File: src/rtl/and16_share_arbiter.sv
// Round-robin arbiter sharing one 16-bit AND unit among NUM_REQ requesters.
// Optional AND16_ARB_OPCOUNT_EN adds a 16-bit completed-response counter output.
module And16bit (
    input  logic [15:0] a,
    input  logic [15:0] b,
    output logic [15:0] y
);
    genvar gi;
    generate
        for (gi = 0; gi < 16; gi++) begin : g_bit
            assign y[gi] = a[gi] & b[gi];
        end
    endgenerate
endmodule

module and16_share_arbiter #(
    parameter int NUM_REQ = 4,
    parameter int ID_W    = 2
) (
    input  logic                    clk,
    input  logic                    rstN,
    input  logic [NUM_REQ-1:0]      reqValid,
    input  logic [16*NUM_REQ-1:0]   reqA,
    input  logic [16*NUM_REQ-1:0]   reqB,
    output logic [NUM_REQ-1:0]      reqReady,
    output logic                    respValid,
    output logic [15:0]             respData,
    output logic [ID_W-1:0]         respId,
    input  logic                    respReady,
`ifdef AND16_ARB_OPCOUNT_EN
    output logic [15:0]             opCount,
`endif
    output logic                    busy
);
    typedef enum logic [1:0] {IDLE, EXEC, DONE} state_t;

    state_t            state_q, state_d;
    logic [ID_W-1:0]   rr_ptr_q, rr_ptr_d;
    logic [15:0]       op_a_q, op_a_d;
    logic [15:0]       op_b_q, op_b_d;
    logic [15:0]       resp_data_q, resp_data_d;
    logic [ID_W-1:0]   resp_id_q, resp_id_d;
    logic              resp_valid_q, resp_valid_d;
    logic              busy_q, busy_d;

    logic [15:0]       a_arr [NUM_REQ];
    logic [15:0]       b_arr [NUM_REQ];
    logic [15:0]       and_y;
    logic              grant_found;
    logic [ID_W-1:0]   grant_idx;
    logic [ID_W:0]     sum;

    genvar gi;
    generate
        for (gi = 0; gi < NUM_REQ; gi++) begin : g_unpack
            assign a_arr[gi] = reqA[16*gi +: 16];
            assign b_arr[gi] = reqB[16*gi +: 16];
        end
    endgenerate

    And16bit u_and (
        .a (op_a_q),
        .b (op_b_q),
        .y (and_y)
    );

    // Scan requesters starting at rr_ptr_q, wrapping modulo NUM_REQ.
    always_comb begin
        grant_found = 1'b0;
        grant_idx   = '0;
        sum         = '0;
        for (int k = 0; k < NUM_REQ; k++) begin
            sum = {1'b0, rr_ptr_q} + (ID_W+1)'(k);
            if (sum >= (ID_W+1)'(NUM_REQ)) begin
                sum = sum - (ID_W+1)'(NUM_REQ);
            end
            if (!grant_found && reqValid[sum[ID_W-1:0]]) begin
                grant_found = 1'b1;
                grant_idx   = sum[ID_W-1:0];
            end
        end
    end

    always_comb begin
        reqReady     = '0;
        state_d      = state_q;
        rr_ptr_d     = rr_ptr_q;
        op_a_d       = op_a_q;
        op_b_d       = op_b_q;
        resp_data_d  = resp_data_q;
        resp_id_d    = resp_id_q;
        resp_valid_d = resp_valid_q;
        case (state_q)
            IDLE: begin
                if (grant_found) begin
                    reqReady  = NUM_REQ'(1) << grant_idx;
                    op_a_d    = a_arr[grant_idx];
                    op_b_d    = b_arr[grant_idx];
                    resp_id_d = grant_idx;
                    rr_ptr_d  = (grant_idx == ID_W'(NUM_REQ-1)) ? '0 : grant_idx + ID_W'(1);
                    state_d   = EXEC;
                end
            end
            EXEC: begin
                resp_data_d  = and_y;
                resp_valid_d = 1'b1;
                state_d      = DONE;
            end
            DONE: begin
                if (respReady) begin
                    resp_valid_d = 1'b0;
                    state_d      = IDLE;
                end
            end
            default: state_d = IDLE;
        endcase
        busy_d = (state_d != IDLE);
    end

    always_ff @(posedge clk or negedge rstN) begin
        if (!rstN) begin
            state_q      <= IDLE;
            rr_ptr_q     <= '0;
            op_a_q       <= '0;
            op_b_q       <= '0;
            resp_data_q  <= '0;
            resp_id_q    <= '0;
            resp_valid_q <= 1'b0;
            busy_q       <= 1'b0;
        end else begin
            state_q      <= state_d;
            rr_ptr_q     <= rr_ptr_d;
            op_a_q       <= op_a_d;
            op_b_q       <= op_b_d;
            resp_data_q  <= resp_data_d;
            resp_id_q    <= resp_id_d;
            resp_valid_q <= resp_valid_d;
            busy_q       <= busy_d;
        end
    end

    assign respValid = resp_valid_q;
    assign respData  = resp_data_q;
    assign respId    = resp_id_q;
    assign busy      = busy_q;

`ifdef AND16_ARB_OPCOUNT_EN
    logic [15:0] op_count_q, op_count_d;

    // Counts accepted responses only; wraps naturally at 16 bits.
    always_comb begin
        op_count_d = op_count_q;
        if (state_q == DONE && respReady) begin
            op_count_d = op_count_q + 16'd1;
        end
    end

    always_ff @(posedge clk or negedge rstN) begin
        if (!rstN) begin
            op_count_q <= '0;
        end else begin
            op_count_q <= op_count_d;
        end
    end

    assign opCount = op_count_q;
`endif
endmodule

File: config.mk
export PLATFORM = sky130hd
export DESIGN_NAME = and16_share_arbiter
export DESIGN_NICKNAME = d
export VERILOG_FILES = /design/src/rtl/and16_share_arbiter.sv
export SDC_FILE = /design/constraint.sdc
export NUM_CORES = 1
export LEC_CHECK = 0
export ABC_AREA = 1
export CAP_MARGIN = 20
export CORE_ASPECT_RATIO = 0.75
export CORE_MARGIN = 2
export CORE_UTILIZATION = 35
export CTS_CLUSTER_SIZE = 14
export DETAILED_ROUTE_END_ITERATION = 6
export PLACE_DENSITY = 0.67
export SLEW_MARGIN = 20
export SYNTH_ARGS = -nofsm -noshare
export SYNTH_HDL_FRONTEND = slang
export SYNTH_HIERARCHICAL = 1
export SYNTH_SLANG_ARGS = --single-unit
File: constraint.sdc
create_clock -name clk -period 2.55 [get_ports clk]
set_input_delay 0.51 -clock clk [delete_from_list [all_inputs] [get_ports clk]]
set_output_delay 0.51 -clock clk [all_outputs]
set_load 0.02 [all_outputs]
==> summary.txt <==
Outcome
  • Status: finished, final reports clean

Finish
  • Commonest non-fill, non-tap cell in the layout: nand2_1
  • Fin cells: 975
  • Area grow syn2layout: 49.0%
  • Antenna cells: 0
  • Fill count: 1073
  • Area of the multi-input gates: 1990 um2
  • Layout cells sized above 1: 8.86%
  • FF+latch area: 1400 um2
  • Commonest cells after routing, fill and taps aside: nand2_1, clkdlybuf4s50_1, inv_1
  • Fin nets: 971

Place
  • Dpl hpwl: 8870 um
  • Post-Place Cells: 962
  • PortBufs: 158
  • RD Place Congestion: 0.800

Setup path
  • Reg2Reg Capture Point: op_a_q[9]
  • R2r startpoint: rr_ptr_q[0]
  • WP data required: 2.04 ns
  • Worst EP arrival: 2.03 ns
  • Crit path kind: reg -> out
  • Peak fanout along the critical path: 9
  • CP Launch Type: flip-flop
  • R2R Setup Slk: 0.23 ns
  • Worst setup EP type: output port
  • Worst r2r path cells: 16

Yosys
  • Count of cell types in the netlist: 27
  • Post-Syn Area: 4050 um2
  • Register area share after synthesis: 34.6%
  • Syn Area/Cell: 5.99 um2
  • Syn Inst Count: 676
  • Yosys reg bits: 56
  • Ys Warns: 6
  • Synthesized Nets: 813

Power
  • PwrDens: 1290 nW/um2
  • Clock share of power: 8.9%
  • Internal Power: 3.81 mW
  • Logic pwr share: 71.0%
  • VDD IR max: 827 uV
  • Switching Share: 51.3%
  • Power share of the sequential group: 20.1%
  • Sw power: 4.00 mW
  • Leak: 3.43 nW

Global routing
  • First-pass GRT wire length: 20000 um
  • Total GRT Usage: 19.3%
  • Vias in the first global route: 4416
  • Largest net degree at the start of global routing: 79
  • Gr ovfl total: 0
  • Initial antenna violation count: 0

CTS
  • CTS Buf Count: 5
  • CTS sink cnt: 56
  • Worst-Skew Late Latency: 0.29 ns
  • CTS tree: yes
  • CTS max path bufs: 2
  • H-tree Lvls: 2
  • Clk root buf: clkbuf_16
  • Hold Buf Count CTS: 0
  • CTS clk-pin slew, worst paths: 0.07 ns

Floorplanning
  • Die width: 128 um
  • Initial core utilization: 36.5%
  • Core region area: 11100 um2
  • Num rows: 33
  • Die area: 12500 um2
  • Die H: 97.2 um
  • Io pins: 159

STA
  • Clk_skew: 0.00264 ns
  • Setup tns final: 0 ns
  • Max Fclk: 0.393 GHz
  • Fin. Hold Viols: 0
  • Final period util: 99.7%
  • Setup violators final: 0
  • Unrepaired setup endpoints after global routing: true
  • Slew @ Worst Pin: 0.501 ns
  • Fin crit period: 2.54 ns
  • Max Transition Viols Final: 0
  • Max transition margin: 66.6%
  • Hold Slack: 0.212 ns

Detailed routing
  • Final ANT Viol Nets: 0
  • DR pass1 iterations: 4
  • Detailed Route WL: 11800 um
  • DR DRC count: 0
  • Via count: 4558
  • Vias/cell: 4.67
  • DR iter-0 viols: 253
  • WL/cell: 12.1 um

Hold path
  • Worst hold path type: in -> async

Run
  • Max_cap viols: 0
## cell usage after synthesis
library cell | count | area (um2)
a21oi_1 | 1 | 5.00
a31oi_1 | 1 | 6.26
buf_1 | 1 | 3.75
buf_2 | 17 | 85.1
buf_4 | 4 | 30.0
buf_6 | 2 | 22.5
clkbuf_1 | 8 | 30.0
dfrtp_1 | 56 | 1400
ha_1 | 2 | 25.0
inv_1 | 143 | 537
inv_2 | 3 | 11.3
nand2_1 | 268 | 1010
nand2_2 | 4 | 25.0
nand2_4 | 1 | 11.3
nand3_1 | 128 | 641
nand3_2 | 1 | 10.0
nand3b_1 | 2 | 15.0
nor2_1 | 11 | 41.3
nor2_2 | 1 | 6.26
nor2_4 | 1 | 11.3
o21a_1 | 1 | 7.51
o21ai_0 | 2 | 10.0
o21ai_1 | 2 | 10.0
o22ai_1 | 1 | 6.26
or2_0 | 6 | 37.5
or2_1 | 8 | 50.1
or2_2 | 1 | 6.26
## logic make-up (layout without fill, tap and decap cells)
family                     Yosys count  count (layout)  share of synthesized area [%]
AOI/OAI and AO/OA                    8               8                           1.11
adders and majority gates            2               2                          0.618
buffers and inverters              178             337                           17.8
DFF                                 56              56                           34.6
and+or+nand+nor                    432             432                           45.9
## flip-flops by register name, indices dropped and copies added (netlist names)
| register | cells |
|---|---|
| op_b_q | 16 |
| rr_ptr_q | 2 |
| state_q | 2 |
| op_a_q | 16 |
| respValid | 1 |
| busy | 1 |
| respId | 2 |
| respData | 16 |
## power groups by stage
stage	clock [mW]	combinational (mW)	sequential (mW)
2_1_floorplan	0	3.78	1.63
3_3_place_gp	0	5.26	1.56
3_5_place_dp	0	5.41	1.57
4_1_cts	0.711	5.54	1.57
5_1_grt	0.751	6.28	1.62
6_report	0.697	5.54	1.57
## routing by layer
layer  vias to the layer above  share of wire [%]  GRT usage (%)
li1                       2316                  -              -
met1                      2075                 44           25.3
met2                       146                 49           33.3
met3                        21                5.0           2.75
met4                         0                1.7           4.56
met5                         -                  0              0
## critical path, stage by stage, from the launching register on
cell and delay (ns):
dfrtp_2 0.48, inv_4 0.13, nand2_2 0.07, nand3_2 0.12
nand2_4 0.07, nor2_4 0.15, nand3_2 0.08, nand2_2 0.10
nand2_4 0.05, inv_2 0.05, ha_2 0.17, inv_1 0.04
nor2_1 0.09, buf_4 0.14
## worst max path at each step
stage,to,cells after the start,startpoint
final,reqReady[3],13,rr_ptr_q[0]
after global routing,reqReady[3],13,rr_ptr_q[0]
after CTS,reqReady[1],13,rr_ptr_q[1]
after detailed placement,reqReady[1],14,reqValid[1]
after global placement,reqReady[3],14,reqValid[1]
after floorplan,reqReady[3],13,reqValid[1]
## area by class of cell
class / count / share of cell area [%]
clock buffer: 7 / 2.36
clock inverter: 1 / 0.124
inverter: 146 / 9.12
multi-input combinational: 442 / 32.9
sequential: 56 / 23.3
tap: 140 / 2.90
timing repair buffer: 183 / 29.3
## stage by stage
step	utilization [%]	instance area, um2	worst slack, ns	total power [mW]
finish	54.3	6030	0.00803	7.81
global route	54.3	6030	-0.135	8.65
CTS	54.1	6010	0.0138	7.82
detailed placement	52.2	5800	-0.659	6.98
global placement	52.2	5800	-0.560	6.82
floorplan	-	4050	0.113	5.42
## repair_timing
item                                    4_1_cts  5_1_grt
pin swaps                                     7        1
setup buffers                                 5        0
endpoints found under the setup margin       29       36
resized for setup                            43        9
(Power assumes the default switching activity.)
